### config.mk
export PLATFORM = sky130hd
export DESIGN_NAME = ddr_dq_sequencer
export DESIGN_NICKNAME = d
export VERILOG_FILES = /design/src/rtl/ddr_dq_sequencer.sv
export SDC_FILE = /design/constraint.sdc
export NUM_CORES = 1
export LEC_CHECK = 0
export CORE_ASPECT_RATIO = 1.25
export CORE_MARGIN = 2
export CORE_UTILIZATION = 35
export CTS_BUF_LIST = sky130_fd_sc_hd__clkbuf_16
export DETAILED_ROUTE_END_ITERATION = 6
export GPL_TIMING_DRIVEN = 1
export PLACE_DENSITY = 0.69
export SLEW_MARGIN = 20
export SYNTH_ARGS = -nofsm -noshare
export SYNTH_HDL_FRONTEND = slang
export SYNTH_SLANG_ARGS = --single-unit
### constraint.sdc
create_clock -name clk -period 6.02 [get_ports clk]
set_input_delay 1.204 -clock clk [delete_from_list [all_inputs] [get_ports clk]]
set_output_delay 1.204 -clock clk [all_outputs]
set_load 0.02 [all_outputs]
### src/rtl/ddr_dq_sequencer.sv
// DQ bank sequencer: drives ODDR data/tristate for DDR2 write bursts with pre/postamble
// and captures IDDR outputs for read bursts after the read latency.
//
// state   | meaning
// IDLE    | ready for a command
// WR_WAIT | counting down write latency before preamble
// WR_PRE  | preamble, bus driven with zeros, first wr_data pulled
// WR_DATA | burst beats on d1/d0
// WR_POST | postamble, bus still driven with zeros
// RD_WAIT | counting down read latency
// RD_CAP  | capturing o1/o0 each cycle
// TURN    | one idle cycle before the bus may be driven again
module ddr_dq_sequencer #(
  parameter int BANK_WIDTH = 16,
  parameter int BURST_LEN  = 4,
  parameter int WL         = 3,
  parameter int RL         = 5
) (
  input  logic                    clk,
  input  logic                    rst_n,
  input  logic                    cmd_valid,
  input  logic                    cmd_write,
  output logic                    cmd_ready,
  output logic                    wr_ready,
  input  logic [2*BANK_WIDTH-1:0] wr_data,
  output logic                    rd_valid,
  output logic [2*BANK_WIDTH-1:0] rd_data,
  output logic                    oe,
  output logic [BANK_WIDTH-1:0]   d1,
  output logic [BANK_WIDTH-1:0]   d0,
  input  logic [BANK_WIDTH-1:0]   o1,
  input  logic [BANK_WIDTH-1:0]   o0
);

  localparam int B    = BURST_LEN / 2;
  localparam int MAXC = ((WL > RL) ? WL : RL) + B + 2;
  localparam int CW   = $clog2(MAXC + 1);

  typedef enum logic [2:0] {
    IDLE, WR_WAIT, WR_PRE, WR_DATA, WR_POST, RD_WAIT, RD_CAP, TURN
  } state_t;

  state_t        state, state_nx;
  logic [CW-1:0] tmr, tmr_nx;
  logic          drive_nx;

  // Timer holds the remaining cycles in the current state; exit on zero.
  always_comb begin
    state_nx = state;
    tmr_nx   = tmr;
    case (state)
      IDLE: begin
        if (cmd_valid) begin
          if (cmd_write) begin
            if (WL > 1) begin
              state_nx = WR_WAIT;
              tmr_nx   = CW'(WL - 2);
            end else begin
              state_nx = WR_PRE;
              tmr_nx   = '0;
            end
          end else begin
            state_nx = RD_WAIT;
            tmr_nx   = CW'(RL - 1);
          end
        end
      end
      WR_WAIT: begin
        if (tmr == '0) state_nx = WR_PRE;
        else           tmr_nx   = tmr - CW'(1);
      end
      WR_PRE: begin
        state_nx = WR_DATA;
        tmr_nx   = CW'(B - 1);
      end
      WR_DATA: begin
        if (tmr == '0) state_nx = WR_POST;
        else           tmr_nx   = tmr - CW'(1);
      end
      WR_POST: state_nx = IDLE;
      RD_WAIT: begin
        if (tmr == '0) begin
          state_nx = RD_CAP;
          tmr_nx   = CW'(B - 1);
        end else begin
          tmr_nx = tmr - CW'(1);
        end
      end
      RD_CAP: begin
        if (tmr == '0) state_nx = TURN;
        else           tmr_nx   = tmr - CW'(1);
      end
      TURN:    state_nx = IDLE;
      default: state_nx = IDLE;
    endcase
  end

  assign drive_nx = (state_nx == WR_PRE) || (state_nx == WR_DATA) || (state_nx == WR_POST);

  // Outputs are registered from the next state so they line up with the state they describe.
  always_ff @(posedge clk or negedge rst_n) begin
    if (!rst_n) begin
      state     <= IDLE;
      tmr       <= '0;
      cmd_ready <= 1'b1;
      wr_ready  <= 1'b0;
      rd_valid  <= 1'b0;
      rd_data   <= '0;
      oe        <= 1'b1;
      d1        <= '0;
      d0        <= '0;
    end else begin
      state     <= state_nx;
      tmr       <= tmr_nx;
      cmd_ready <= (state_nx == IDLE);
      oe        <= !drive_nx;
      wr_ready  <= (state_nx == WR_PRE) || ((state_nx == WR_DATA) && (tmr_nx != '0));
      if (state_nx == WR_DATA) begin
        d1 <= wr_data[2*BANK_WIDTH-1:BANK_WIDTH];
        d0 <= wr_data[BANK_WIDTH-1:0];
      end else begin
        d1 <= '0;
        d0 <= '0;
      end
      rd_valid <= (state_nx == RD_CAP);
      if (state_nx == RD_CAP) rd_data <= {o1, o0};
    end
  end

endmodule

Word level (Yosys, flattened, before mapping). Cells that the tools add are included.

Add/subtract/negate cells: 1. Equality and inequality tests: 11. Mux-type cells: 14. Reductions and logical operators: 11.

Operators by type and width (count): 16-bit 2-to-1 mux (2); 3-bit 2-to-1 mux (7); 3-bit case mux with 7 select lines (1); 3-bit equality test, second input constant (6); 4-bit case mux with 4 select lines (1); 3-bit by 2-bit equality test with 1-bit output, second input constant (4); 4-bit 2-to-1 mux (3); 3-bit logical NOT (2); 4-bit logical NOT (1); 4-bit nonzero test (1); 4-bit by 1-bit subtractor with 4-bit output, second input constant (1); 3-bit by 1-bit equality test with 1-bit output, second input constant (1); 1-bit logical OR (3); 3-bit OR reduction (1); 2-bit OR reduction (1); 1-bit logical AND (1); 1-bit logical NOT (1).

Flip-flop bits (word level): 75. Output and inout bits: 68.

Depth between registers and ports, before layout.
Depth after elaboration: 7. Mapped depth: 10. Depth with buffers taken out: 10.

Worst setup path before layout. OpenSTA, ideal clock, no wires.

Path type: input port to flip-flop. From: in cmd_write. To: reg wr_ready. Arrival time: 2.231 ns. Path slack: 3.693 ns. Stages: 5. Cells stage by stage: or4b_1 -> nor2_1 -> nor2_1 -> and3_1 -> a311oi_2.

Longest elaborated chain between the ends: 6.

RTL lines: start, declared (RTL line 22) `input logic cmd_write,`; 3-bit 2-to-1 mux (RTL line 54) `if (cmd_write) begin`; 3-bit 2-to-1 mux or 4-bit 2-to-1 mux (tied branches) (RTL line 53) `if (cmd_valid) begin`; 3-bit case mux with 7 select lines or 4-bit case mux with 4 select lines (tied branches) (RTL line 51) `case (state)`; 3-bit by 2-bit equality test with 1-bit output or 4-bit nonzero test (tied branches) (RTL line 117) `wr_ready <= (state_nx == WR_PRE) || ((state_nx == WR_DATA) && (tmr_nx != '0));`; 1-bit logical AND (RTL line 117); 1-bit logical OR (*) (RTL line 117); end signal, assigned (RTL line 117); end, declared (RTL line 24) `output logic wr_ready,`.

Mark *: on every way between the ends. The rest lies on a longest branch, timed or not. A chain may end at the register's enable or synchronous reset.

Final worst setup path.
From: in cmd_valid. To: reg wr_ready.

Longest elaborated chain between the ends: 5.

RTL lines: start, declared (RTL line 21) `input logic cmd_valid,`; 3-bit 2-to-1 mux or 4-bit 2-to-1 mux (tied branches) (RTL line 53); 3-bit case mux with 7 select lines or 4-bit case mux with 4 select lines (tied branches) (RTL line 51); 3-bit by 2-bit equality test with 1-bit output or 4-bit nonzero test (tied branches) (RTL line 117); 1-bit logical AND (RTL line 117); 1-bit logical OR (*) (RTL line 117).

Marks and branches as above.

==> results.sh <==
export IMPL_synth_area_leader_cell="dfrtp_1"
export IMPL_fin_area_mm2=0.00475
export IMPL_hpwl_mm=4.80
export IMPL_max_freq_mhz=374
export IMPL_yosys_cell_types_count=43
export IMPL_post_drt_wl_per_cell_um=14.9
export IMPL_synthesis_area_mm2=0.00304
export IMPL_critPathArrivalTime_ps=2900
export IMPL_p_leak_nw=2.13
export IMPL_gp_congestion=0.887
export IMPL_async_flop_share_pct=100
export IMPL_slowest_stage="clkdlybuf4s50_1"
export IMPL_synth_top_area_share_pct=60.1
export IMPL_avgSynthCellArea_um2=13.9
export IMPL_hp_start="rd_data[18]"
export IMPL_synth_edff_count=0
export IMPL_crit_family="simple AND/OR/NAND/NOR gates"
export IMPL_die_h_um=108
export IMPL_syn_nets=289
export IMPL_reg2reg_from="tmr[0]"
export IMPL_worst_hold_path_endpoint="rd_data[18]"
export IMPL_num_rows=38
export IMPL_p_sw_share_pct=34.3
export IMPL_synth_most_common_cell="dfrtp_1"
export IMPL_slew_headroom_pct=38.3
export IMPL_overflow=0
export IMPL_yosysWarningCount=0
export IMPL_crit_fanout=5
export IMPL_ys_seq_area_share_pct=61.8
export IMPL_clock_sinks=75
export IMPL_vias=2194
export IMPL_cpMostUsedCell="nor2_1"
export IMPL_utilization_pct=55.5
export IMPL_switchingPower_mw=0.831
export IMPL_critPathKind="in -> reg"
export IMPL_seqPwrFrac_pct=33.7
export IMPL_hold_depth=1
export IMPL_finalWorstSetupSlack_ps=3350
export IMPL_slew_viol_final=0
export IMPL_min_path_type="reg -> reg"
export IMPL_cts_root_buf="clkbuf_16"
export IMPL_grt_pass1_wl_mm=10.3
export IMPL_netlist_instances=219
export IMPL_cp_depth=6
export IMPL_drive_gt1_share_pct=14.4
export IMPL_powerDensity_mw_per_mm2=509
export IMPL_yosys_most_used_dff="dfrtp_1"
export IMPL_cp_startpoint="cmd_valid"
export IMPL_hold_violations=0
export IMPL_ios=136
export IMPL_cts_buffer_depth=2
export IMPL_holdBufCountCts=0
export IMPL_initial_core_util_pct=35.5
export IMPL_yosys_register_bits=75
export IMPL_grt_pass1_vias=2167
export IMPL_firstDrtPassIters=4
export IMPL_remaining_drc_errors=0
export IMPL_cts_tree="built"
export IMPL_htreeDepth=3
export IMPL_clock_latency_ps=330
export IMPL_worstMarginPinSlew_ps=926
export IMPL_critical_path_endpoint_type="flop"
export IMPL_critPathBufInv=1
export IMPL_synth_area_leaders="dfrtp_1, mux2_4, and2_1"
export IMPL_finalCritPeriodShare_pct=44.4
export IMPL_dp_slack_ps=3080
export IMPL_crit_chain="clkdlybuf4s50_1 > or4b_1 > nor2_1 > nor2_1 > and3_1 > a311oi_2"
export IMPL_min_period_ps=2670
export IMPL_peakVddDrop_v=0.000197
export IMPL_outcome="completed"
export IMPL_final_setup_tns_ps=0
export IMPL_portBuffers=135
export IMPL_layout_nets=426
export IMPL_cts_resized=0
export IMPL_first_iter_violations=51
export IMPL_grt_total_usage_pct=14.3
export IMPL_r2r_end="wr_ready"
export IMPL_rsz0062_at_grt="false"
export IMPL_core_mm2=0.00856
export IMPL_drv_cap=0
export IMPL_cts_buffers=9
export IMPL_antenna_found_initial=0
export IMPL_synth_common_cells="dfrtp_1, and2_1, mux2_4"
export IMPL_dpl_cell_area_mm2=0.00447
export IMPL_p_int_mw=1.59
export IMPL_pwr_share_comb_pct=45.3
export IMPL_area_growth_pct=56.3
export IMPL_die_w_um=87.4
export IMPL_wirelength_mm=6.84
export IMPL_fin_skew_ps=5.12
export IMPL_diodes=0
export IMPL_worstPathRequired_ps=6240
export IMPL_die_area_mm2=0.00946
export IMPL_reg2reg_depth=10
export IMPL_clk_pin_slew_worst_paths_ps=50
export IMPL_grt_max_degree=76
export IMPL_rrSetupSlack_ps=3600
export IMPL_clkPwrFrac_pct=21.0
export IMPL_critPathLaunchType="input port"
export IMPL_viasPerCell=4.77
export IMPL_ant_nets=0
export IMPL_max_stage_delay_ps=540
export IMPL_final_setup_viol_count=0
export IMPL_post_cts_buffers=0
-- cell families (layout without fill, tap and decap cells) --
kind of cell	Yosys count	count (layout)	synth area share, %
flip-flops	75	75	61.8
AND/OR/NAND/NOR	68	68	13.5
multiplexers	32	32	14.3
AO/OA/AOI/OAI	24	24	6.29
buffers and inverters	18	159	3.25
adder cells (fa/ha/maj)	2	2	0.823
-- metrics by stage --
| stage | std cells | power [mW] | hold WS [ps] |
|---|---|---|---|
| floorplan | 219 | 1.47 | 480 |
| global placement | 445 | 1.91 | 476 |
| finish | 460 | 2.42 | 488 |
| detailed placement | 445 | 1.93 | 482 |
| global route | 460 | 2.57 | 512 |
| CTS | 460 | 2.45 | 494 |
-- registers in the layout, indices dropped and copies added (netlist names) --
signal,count
rd_data,32
d0,16
d1,16
tmr,4
state,3
cmd_ready,1
oe,1
rd_valid,1
wr_ready,1
-- layer usage --
| metal | vias to the layer above | wire length [µm] | track usage [%] |
|---|---|---|---|
| met5 | - | 0 | 0 |
| met4 | 0 | 146 | 7.80 |
| met3 | 11 | 601 | 6.26 |
| met2 | 98 | 3490 | 23.3 |
| met1 | 1061 | 2610 | 15.5 |
| li1 | 1024 | - | - |
-- power groups by stage --
| stage | clock, mW | combinational [mW] | sequential (mW) |
|---|---|---|---|
| 2_1_floorplan | 0 | 0.483 | 0.982 |
| 3_3_place_gp | 0 | 1.09 | 0.816 |
| 3_5_place_dp | 0 | 1.10 | 0.826 |
| 4_1_cts | 0.525 | 1.11 | 0.818 |
| 5_1_grt | 0.553 | 1.17 | 0.841 |
| 6_report | 0.509 | 1.10 | 0.817 |
-- cell usage in the layout, fill, tap and decap left out, types with 2 or more instances in the layout --
cell	synthesis	layout
nand2b_1	3	3
clkinv_1	0	2
inv_1	6	6
ha_1	2	2
nand2_1	8	8
mux2_2	3	3
mux2_4	20	20
clkdlybuf4s50_1	0	134
o22ai_1	2	2
nor4b_1	2	2
o211a_1	2	2
dfstp_2	2	2
clkbuf_16	0	9
buf_4	0	3
and2_1	33	33
dfrtp_1	73	73
mux2_1	9	9
nor2_1	8	8
nor3_1	3	2
o21ai_0	4	4
nand3b_1	2	2
a21oi_1	4	4
clkinvlp_4	0	2
-- worst max-delay path by stage --
| stage | end | slack, ps |
|---|---|---|
| global route | wr_ready | 3280 |
| detailed placement | wr_ready | 3080 |
| floorplan | wr_ready | 3690 |
| global placement | wr_ready | 3130 |
| CTS | oe | 3340 |
| finish | wr_ready | 3350 |
-- layout make-up --
type / count / area [µm²]
clock inverters: 6 / 57.6
inverters: 7 / 26.3
fillers: 741 / 3800
well taps: 100 / 125
flip-flops and latches: 75 / 1880
clock buffers: 9 / 225
multi-input cells: 126 / 1080
repair buffers: 137 / 1360
Note: power is estimated with default switching activity, not from simulation.
